--- src/rtl/rtc_seg_if.sv ---
// RTC read bus in, multiplexed 6-digit 7-segment drive out.
interface rtc_seg_if;
  logic       time_valid;
  logic [7:0] read_second;
  logic [7:0] read_minute;
  logic [7:0] read_hour;
  logic [5:0] seg_sel;
  logic [7:0] seg_data;

  modport master (
    output time_valid, read_second, read_minute, read_hour,
    input  seg_sel, seg_data
  );

  modport slave (
    input  time_valid, read_second, read_minute, read_hour,
    output seg_sel, seg_data
  );
endinterface

--- src/rtl/rtc_seg_display.sv ---
// HH:MM:SS scanner for six common-anode digits; blink dp tracks seconds changes.
// Optional RTC_SEG_HALT_BLINK_EN blanks the display on alternate quarter seconds while CH is set.
module rtc_seg_display #(
  parameter int CLK_FREQ  = 50000000,
  parameter int SCAN_FREQ = 1000
) (
  input logic      clk,
  input logic      rst_n,
  rtc_seg_if.slave bus
);
  localparam int SCAN_DIV = CLK_FREQ / SCAN_FREQ;
  localparam int CW       = $clog2(SCAN_DIV);

  logic [CW-1:0] cnt_q, cnt_d;
  logic [2:0]    dig_q, dig_d;
  logic          on_q, on_d;
  logic [6:0]    sec_q, sec_d;
  logic [6:0]    min_q, min_d;
  logic [5:0]    hr_q, hr_d;
  logic          ph_q, ph_d;
  logic [5:0]    sel_q, sel_d;
  logic [7:0]    dat_q, dat_d;
  logic          tc;
  logic [3:0]    nib;

  function automatic logic [6:0] glyph(input logic [3:0] v);
    case (v)
      4'd0:    glyph = 7'h40;
      4'd1:    glyph = 7'h79;
      4'd2:    glyph = 7'h24;
      4'd3:    glyph = 7'h30;
      4'd4:    glyph = 7'h19;
      4'd5:    glyph = 7'h12;
      4'd6:    glyph = 7'h02;
      4'd7:    glyph = 7'h78;
      4'd8:    glyph = 7'h00;
      4'd9:    glyph = 7'h10;
      default: glyph = 7'h3F;
    endcase
  endfunction

  // on_q keeps the display dark until the first terminal count, which then shows digit 0.
  always_comb begin
    tc    = (cnt_q == CW'(SCAN_DIV - 1));
    cnt_d = tc ? '0 : cnt_q + CW'(1);
    on_d  = on_q | tc;
    dig_d = dig_q;
    if (tc && on_q) dig_d = (dig_q == 3'd5) ? 3'd0 : dig_q + 3'd1;
    sec_d = sec_q;
    min_d = min_q;
    hr_d  = hr_q;
    ph_d  = ph_q;
    if (bus.time_valid) begin
      sec_d = bus.read_second[6:0];
      min_d = bus.read_minute[6:0];
      hr_d  = bus.read_hour[5:0];
      ph_d  = ph_q ^ (bus.read_second[6:0] != sec_q);
    end
  end

`ifdef RTC_SEG_HALT_BLINK_EN
  localparam int HALF = CLK_FREQ / 4;
  localparam int HW   = (HALF > 1) ? $clog2(HALF) : 1;

  logic          ch_q;
  logic [HW-1:0] hb_cnt_q;
  logic          hb_ph_q;
  logic          unused_bits;
  assign unused_bits = ^{bus.read_minute[7], bus.read_hour[7:6]};

  always_ff @(posedge clk or negedge rst_n) begin
    if (!rst_n) begin
      ch_q     <= 1'b0;
      hb_cnt_q <= HW'(HALF - 1);
      hb_ph_q  <= 1'b0;
    end else begin
      if (bus.time_valid) ch_q <= bus.read_second[7];
      if (hb_cnt_q == '0) begin
        hb_cnt_q <= HW'(HALF - 1);
        hb_ph_q  <= ~hb_ph_q;
      end else begin
        hb_cnt_q <= hb_cnt_q - HW'(1);
      end
    end
  end
`else
  logic unused_bits;
  assign unused_bits = ^{bus.read_second[7], bus.read_minute[7], bus.read_hour[7:6]};
`endif

  always_comb begin
    case (dig_q)
      3'd0:    nib = sec_q[3:0];
      3'd1:    nib = {1'b0, sec_q[6:4]};
      3'd2:    nib = min_q[3:0];
      3'd3:    nib = {1'b0, min_q[6:4]};
      3'd4:    nib = hr_q[3:0];
      3'd5:    nib = {2'b00, hr_q[5:4]};
      default: nib = 4'd0;
    endcase
    sel_d = 6'h3F;
    dat_d = 8'hFF;
    if (on_q) begin
      sel_d = ~(6'd1 << dig_q);
      dat_d = {~(ph_q && (dig_q == 3'd2 || dig_q == 3'd4)), glyph(nib)};
    end
`ifdef RTC_SEG_HALT_BLINK_EN
    if (ch_q && hb_ph_q) sel_d = 6'h3F;
`endif
  end

  always_ff @(posedge clk or negedge rst_n) begin
    if (!rst_n) begin
      cnt_q <= '0;
      dig_q <= 3'd0;
      on_q  <= 1'b0;
      sec_q <= '0;
      min_q <= '0;
      hr_q  <= '0;
      ph_q  <= 1'b0;
      sel_q <= 6'h3F;
      dat_q <= 8'hFF;
    end else begin
      cnt_q <= cnt_d;
      dig_q <= dig_d;
      on_q  <= on_d;
      sec_q <= sec_d;
      min_q <= min_d;
      hr_q  <= hr_d;
      ph_q  <= ph_d;
      sel_q <= sel_d;
      dat_q <= dat_d;
    end
  end

  assign bus.seg_sel  = sel_q;
  assign bus.seg_data = dat_q;
endmodule
--- src/flat_wrapper.sv ---
// flat-port wrapper written by rule: the top's interface ports become plain ports
module rtc_seg_display_flat 
#(
  parameter int CLK_FREQ  = 50000000,
  parameter int SCAN_FREQ = 1000
)
  (clk, rst_n, bus_time_valid, bus_read_second, bus_read_minute, bus_read_hour, bus_seg_sel, bus_seg_data);
  rtc_seg_if bus_i ();
  input logic clk;
  input logic rst_n;
  input wire logic [$bits(bus_i.time_valid)-1:0] bus_time_valid;
  input wire logic [$bits(bus_i.read_second)-1:0] bus_read_second;
  input wire logic [$bits(bus_i.read_minute)-1:0] bus_read_minute;
  input wire logic [$bits(bus_i.read_hour)-1:0] bus_read_hour;
  output wire logic [$bits(bus_i.seg_sel)-1:0] bus_seg_sel;
  output wire logic [$bits(bus_i.seg_data)-1:0] bus_seg_data;
  assign bus_i.time_valid = bus_time_valid;
  assign bus_i.read_second = bus_read_second;
  assign bus_i.read_minute = bus_read_minute;
  assign bus_i.read_hour = bus_read_hour;
  assign bus_seg_sel = bus_i.seg_sel;
  assign bus_seg_data = bus_i.seg_data;
  rtc_seg_display #(.CLK_FREQ(CLK_FREQ), .SCAN_FREQ(SCAN_FREQ)) u_core (.clk(clk), .rst_n(rst_n), .bus(bus_i));
endmodule
--- config.mk ---
export PLATFORM = sky130hd
export DESIGN_NAME = rtc_seg_display_flat
export DESIGN_NICKNAME = d
export VERILOG_FILES = /design/src/rtl/rtc_seg_if.sv /design/src/rtl/rtc_seg_display.sv /design/src/flat_wrapper.sv
export SDC_FILE = /design/constraint.sdc
export NUM_CORES = 1
export LEC_CHECK = 0
export BUFFER_PORTS_ARGS = -buffer_cell sky130_fd_sc_hd__buf_4
export CAP_MARGIN = 20
export CORE_AREA = 2 2 75 77
export DETAILED_ROUTE_END_ITERATION = 8
export DIE_AREA = 0 0 77 79
export PLACE_DENSITY = 0.71
export SETUP_SLACK_MARGIN = 0.2
export SKIP_LAST_GASP = 1
export SLEW_MARGIN = 40
export SYNTH_ARGS = -nofsm -noshare
export SYNTH_HDL_FRONTEND = slang
export SYNTH_SLANG_ARGS = --single-unit
--- constraint.sdc ---
create_clock -name clk -period 2.4 [get_ports clk]
set_clock_uncertainty 0.15 [all_clocks]
set_input_delay 0 -clock clk [delete_from_list [all_inputs] [get_ports clk]]
set_output_delay 0 -clock clk [all_outputs]
set_load 0.1 [all_outputs]
==> results of run 1 <==
==> sequential cells by signal (all words and copies together), names as in the netlist <==
name                 count
u_core.cnt_q            16
u_core.bus.seg_data      8
u_core.sec_q             7
u_core.on_q              1
u_core.ph_q              1
u_core.bus.seg_sel       6
u_core.hr_q              6
u_core.dig_q             3
u_core.min_q             7
==> final cells by class <==
| type | count | share of cell area, % |
|---|---|---|
| tap | 72 | 2.65 |
| timing repair buffer | 72 | 17.6 |
| clock inverter | 1 | 0.147 |
| multi-input combinational | 148 | 35.5 |
| inverter | 6 | 0.661 |
| sequential | 55 | 41.0 |
| clock buffer | 7 | 2.53 |
==> worst max-delay path, stage by stage, from the launching register on <==
cell and delay, ns:
dfrtp_1 0.41, and2_4 0.18, ha_4 0.16, a222oi_1 0.39, o31ai_2 0.18, inv_2 0.12
ha_4 0.21, nor4_4 0.24, nor3_1 0.07
==> power by group through the flow <==
stage	Combinational (W)	Clock, W	Sequential, W
2_1_floorplan	0.000111	0	0.00101
3_3_place_gp	0.000171	0	0.00102
3_5_place_dp	0.000175	0	0.00102
4_1_cts	0.000209	0.000529	0.00100
5_1_grt	0.000248	0.000566	0.00101
6_report	0.000220	0.000515	0.00100
==> synth_stat cells (all sizes together) <==
library cell	instances	area share (%)
mux2i	2	0.77
o311ai	1	0.34
and3	3	0.73
inv	6	0.87
nor4b	1	0.34
or2	3	0.73
and2	1	0.24
a21o	1	0.29
a31oi	2	0.48
and3b	2	0.68
nand2	10	1.5
clkbuf	5	0.73
dfstp	14	14
xor2	10	3.4
a21oi	3	0.58
ha	7	3.4
xnor2	13	4.4
nand4b	1	0.34
o211ai	4	1.4
nand3	12	2.3
nand4	1	0.24
nor2b	5	1.2
mux2	25	11
buf	3	0.58
o21a	2	0.58
or4b	1	0.39
nor2	16	2.3
nor3	3	0.77
a211oi	1	0.29
o21ai	4	0.77
o41ai	1	0.34
a222oi	1	0.39
nor3b	1	0.29
a32oi	2	0.68
dfrtp	41	40
nand3b	2	0.58
nor4	6	1.9
o31ai	1	0.29
==> routing by layer <==
metal	vias up	wire (microns)	global-route usage, %
met3	4	142	2.39
met2	37	2290	28.9
met4	0	65	6.96
li1	906	-	-
met1	871	2330	24.4
met5	-	0	0
==> logic make-up (layout without fill, tap and decap cells) <==
group           count (synthesis)  after routing
mux                            27             27
flops                          55             55
fa+ha+maj                       7              7
simple gates                   68             68
buf+inv                        14             86
xor+xnor                       23             23
compound gates                 23             23
==> worst paths after layout <==
check / to / start / slack, ns
setup reg to reg: u_core.bus.seg_data[3] / u_core.dig_q[0] / 0.21
max in group asynchronous: u_core.dig_q[2] / rst_n / 1.50
hold / removal: u_core.min_q[0] / rst_n / 0.11
hold reg to reg: u_core.bus.seg_data[7] / u_core.ph_q / 0.33
setup / recovery: u_core.bus.seg_data[3] / u_core.dig_q[0] / 0.21
min in group clk: u_core.hr_q[1] / bus_read_hour[1] / 0.30
==> metrics by stage <==
stage               cell area [sq um]  setup slack, ns  total power (W)  hold WS, ns  utilization (%)
CTS                              3310            0.208          0.00174        0.138             62.1
finish                           3410            0.208          0.00174        0.112             63.8
floorplan                        2610            0.203          0.00112       -0.446                -
detailed placement               2980           0.0906          0.00119      -0.0619             55.8
global placement                 2980            0.195          0.00119      -0.0664             55.8
global route                     3410           0.0877          0.00182        0.174             63.8
==> timing repair <==
action / in CTS / in global routing
setup buffers: 1 / 6
endpoints found under the hold margin: 76 / 0
hold buffers: 22 / 0
setup endpoints to repair: 5 / 7
pin swaps: 1 / 5
gates resized for setup: 4 / 9
==> flow_metrics.py, run 1 <==
metrics = {
    "status": {
        "status": "finished, final reports clean",
    },
    "logic_synthesis": {
        "synth_compound_area_share_pct": 6.39,
        "synthMuxAreaShare_pct": 11.8,
        "synthCells": 217,
        "synth_top_family_by_area": "simple AND/OR/NAND/NOR gates",
        "synth-seq-area-share_pct": 53.9,
        "synth_area_sq_um": 2590,
        "synth_cell_types": 45,
        "synthAdderAreaFrac_pct": 3.39,
        "syn_avg_cell_area_sq_um": 11.9,
        "ys_warn_count": 0,
        "syn-num-nets": 251,
        "synthXorXnorAreaFrac_pct": 7.79,
        "synth-seq-cells": 55,
        "synth_simple_gate_area_share_pct": 14.6,
    },
    "critical_path": {
        "cp-start-kind": "register",
        "end_kind": "register",
        "cp.arrival_ns": 2.26,
        "r2r_cells": 8,
        "cp_max_fo": 3,
        "crit_required_ns": 2.47,
        "crit_type": "reg2reg",
    },
    "placed_design": {
        "dpl.hpwl_microns": 3150,
        "place_inst": 324,
        "place_congestion": 0.786,
        "io_buffers": 36,
    },
    "timing": {
        "finalSetupViolCount": 0,
        "tightestPinTransition_ns": 0.674,
        "fin_crit_sh_pct": 91.3,
        "hold_violations": 0,
        "max_freq_ghz": 0.456,
        "maxSlewViolCount": 0,
        "fin_crit_ns": 2.19,
        "rsz0062_at_grt": "true",
        "maxSlewHeadroom_pct": 55.1,
        "setup_tns_ns": 0,
    },
    "cells_and_area": {
        "layout_common_cells": "buf_4, dfrtp_1, mux2_2, dlygate4sd3_1, nor2_1",
        "layout.nets": 322,
        "fin_cells": 361,
        "regArea_sq_um": 1400,
        "multi_input_area_sq_um": 1210,
        "final_common_cell": "buf_4",
        "area_growth_pct": 31.7,
        "antennaDiodeCount": 0,
        "fillers": 444,
        "drive_above_1_share_pct": 38.1,
    },
    "power_and_ir_drop": {
        "p_int_w": 0.00133,
        "clockPowerShare_pct": 29.6,
        "p_leak_nw": 1.44,
        "pwr-share-seq_pct": 57.7,
        "ir_drop_uv": 372,
        "swShare_pct": 23.6,
        "comb_power_share_pct": 12.7,
        "power_switching_w": 0.000410,
        "p_per_area_nw_per_um2": 510,
    },
    "grt": {
        "track_usage_pct": 17.8,
        "grt_pass1_vias": 1841,
        "overflow": 0,
        "grt_max_degree": 56,
        "grt_antenna_before_repair": 0,
        "grt_pass1_wl_microns": 8600,
    },
    "clock_network": {
        "clock_sinks": 55,
        "htree_levels": 2,
        "clkLatencyLatePin_ns": 0.31,
        "cts_buffer_depth": 2,
        "clk_pin_slew_ns": 0.10,
        "cts_root_buf": "clkbuf_8",
        "cts_tree": "yes",
        "cts_buffers": 5,
    },
    "min_path": {
        "hp-class": "in2async",
    },
    "detailed_routing": {
        "routedWlPerCell_microns": 13.4,
        "wl_microns": 4830,
        "vias": 1818,
        "ant_nets": 0,
        "routed_via_density": 5.04,
        "route.detailed.drc": 0,
        "first_iter_violations": 80,
        "drt-pass1-iter-count": 6,
    },
    "floorplan": {
        "rows": 27,
        "die_area_sq_um": 6080,
        "start_util_pct": 48.5,
        "core_area_sq_um": 5340,
        "dieWidth_microns": 77,
        "io_pins": 41,
        "die_h_microns": 79,
    },
    "job": {
        "maxCapViolations": 0,
    },
}
No activity file was read; power rests on OpenSTA's default activity.
==> run 2: changes to the inputs <==
--- a/config.mk
+++ b/config.mk
@@ -7,10 +7,12 @@
 export LEC_CHECK = 0
 export BUFFER_PORTS_ARGS = -buffer_cell sky130_fd_sc_hd__buf_4
 export CAP_MARGIN = 20
-export CORE_AREA = 2 2 75 77
+export CELL_PAD_IN_SITES_DETAIL_PLACEMENT = 1
+export CELL_PAD_IN_SITES_GLOBAL_PLACEMENT = 1
+export CORE_AREA = 2 2 84 86
 export DETAILED_ROUTE_END_ITERATION = 8
-export DIE_AREA = 0 0 77 79
-export PLACE_DENSITY = 0.71
+export DIE_AREA = 0 0 86 88
+export PLACE_DENSITY = 0.7
 export SETUP_SLACK_MARGIN = 0.2
 export SKIP_LAST_GASP = 1
 export SLEW_MARGIN = 40
==> run 2 against run 1 <==
Cell count rose by 3.3%. Utilization fell by 11 points. Sequential cell count did not move.
==> flow_metrics.py, run 2 (synthesized netlist as in run 1, its figures left out) <==
metrics = {
    "status": {
        "status": "finished, final reports clean",
    },
    "cells_and_area": {
        "fin_cells": 373,
        "layout_common_cells": "buf_4, dfrtp_1, mux2_2, dlygate4sd3_1, nor2_1",
        "fin_util_pct": 52.5,
        "area_growth_pct": 34.9,
        "fin_area_sq_um": 3490,
        "drive_above_1_share_pct": 39.9,
        "final_common_cell": "buf_4",
        "antennaDiodeCount": 0,
        "layout.nets": 326,
        "largest_reg_flops": 16,
        "regMostFlops": "u_core.cnt_q",
    },
    "critical_path": {
        "crit_type": "reg2reg",
        "cp.arrival_ns": 2.33,
        "cp_max_fo": 6,
        "crit_required_ns": 2.48,
        "crit_chain": "and2_4, ha_4, a222oi_1, o31ai_2, buf_4, ha_1, nor4_2, nor3_1",
        "cp-start-kind": "register",
        "cp_top_family": "compound AO/OA/AOI/OAI gates",
        "end_kind": "register",
        "r2r-start": "u_core.dig_q[1]",
        "r2r_setup_slack_ns": 0.15,
        "crit_slowest_cell": "dfrtp_1",
        "r2r_end": "u_core.bus.seg_data[3]",
        "r2r_cells": 8,
        "cp_num_buf_inv": 1,
        "cp.depth": 8,
        "slowest_delay_ns": 0.45,
    },
    "job": {
        "maxCapViolations": 0,
    },
    "grt": {
        "grt_pass1_vias": 2049,
        "overflow": 0,
        "grt_antenna_before_repair": 0,
        "track_usage_pct": 17.0,
        "grt_pass1_wl_microns": 10000,
        "met3_usage_pct": 2.54,
        "grt_max_degree": 56,
        "met2_usage_pct": 29.2,
        "use_met1_pct": 22.0,
        "grt.busiest_layer": "met2",
    },
    "min_path": {
        "hp-class": "in2async",
    },
    "placed_design": {
        "place_inst": 332,
        "place_congestion": 0.791,
        "dpl.hpwl_microns": 3890,
        "dpl_cell_area_sq_um": 2990,
        "io_buffers": 36,
    },
    "detailed_routing": {
        "first_iter_violations": 59,
        "vias": 1902,
        "route.detailed.drc": 0,
        "ant_nets": 0,
        "wl_microns": 6120,
        "drt-pass1-iter-count": 6,
        "routed_via_density": 5.10,
        "routedWlPerCell_microns": 16.4,
    },
    "floorplan": {
        "die_area_sq_um": 7570,
        "die_h_microns": 88,
        "start_util_pct": 38.9,
        "rows": 30,
        "core_area_sq_um": 6640,
        "io_pins": 41,
        "dieWidth_microns": 86,
    },
    "timing": {
        "hold_violations": 0,
        "setup_tns_ns": 0,
        "maxSlewHeadroom_pct": 52.9,
        "fin_crit_ns": 2.25,
        "finalSetupViolCount": 0,
        "tightestPinTransition_ns": 0.707,
        "maxSlewViolCount": 0,
        "rsz0062_at_grt": "true",
        "fin_crit_sh_pct": 93.8,
        "max_freq_ghz": 0.444,
    },
    "clock_network": {
        "htree_levels": 2,
        "cts_buffers": 5,
        "cts_root_buf": "clkbuf_8",
        "cts_buffer_depth": 2,
        "cts_tree": "yes",
        "clock_sinks": 55,
        "clkLatencyLatePin_ns": 0.30,
        "clk_pin_slew_ns": 0.10,
    },
    "power_and_ir_drop": {
        "p_leak_nw": 1.47,
        "ir_drop_uv": 288,
        "p_per_area_nw_per_um2": 540,
        "finalPower_w": 0.00189,
    },
}
-- run 2: power breakdown --
part | switching (W) | leakage (nW) | internal [W] | total, W
clock | 0.000290 | 0.0612 | 0.000338 | 0.000628
combinational | 0.000114 | 0.755 | 0.000139 | 0.000253
sequential | 0.0000343 | 0.656 | 0.000970 | 0.00100
total | 0.000439 | 1.47 | 0.00145 | 0.00189
-- run 2: worst reg2reg max path: stages, from the launching register on --
cell and delay [ns]:
dfrtp_1 0.45, and2_4 0.19, ha_4 0.16, a222oi_1 0.36, o31ai_2 0.19, buf_4 0.18
ha_1 0.19, nor4_2 0.22, nor3_1 0.09
-- run 2: layer usage --
metal / vias up / wire length [microns]
li1: 914 / -
met5: - / 0
met2: 29 / 3080
met1: 953 / 2800
met4: 0 / 91
met3: 6 / 151
-- run 2: timing repair --
action	in CTS	in global routing
endpoints found under the hold margin	72	0
buffers inserted	3	8
gates resized for setup	7	12
hold buffers	22	0
setup endpoints to repair	5	6
pin swaps	2	10
-- run 2: metrics by stage --
step	setup slack (ns)	hold WS, ns
CTS	0.206	0.151
floorplan	0.203	-0.446
global placement	0.187	-0.0588
detailed placement	0.0784	-0.0523
finish	0.148	0.142
global route	0.0184	0.203
-- run 2: worst max path at each step --
stage                                from                endpoint  slack, ns
after global placement    u_core.dig_q[2]  u_core.bus.seg_data[3]       0.19
final                     u_core.dig_q[1]  u_core.bus.seg_data[3]       0.15
after CTS                 u_core.dig_q[1]  u_core.bus.seg_data[5]       0.21
after global routing      u_core.dig_q[1]  u_core.bus.seg_data[3]       0.02
after floorplan           u_core.dig_q[0]  u_core.bus.seg_data[3]       0.20
after detailed placement  u_core.dig_q[2]  u_core.bus.seg_data[3]       0.08
-- run 2: layout make-up --
cell class	count	area, sq um
tap	80	100
fill	709	3160
timing repair buffer	76	633
clock inverter	2	35.0
clock buffer	6	82.6
sequential	55	1400
inverter	6	22.5
multi-input combinational	148	1220
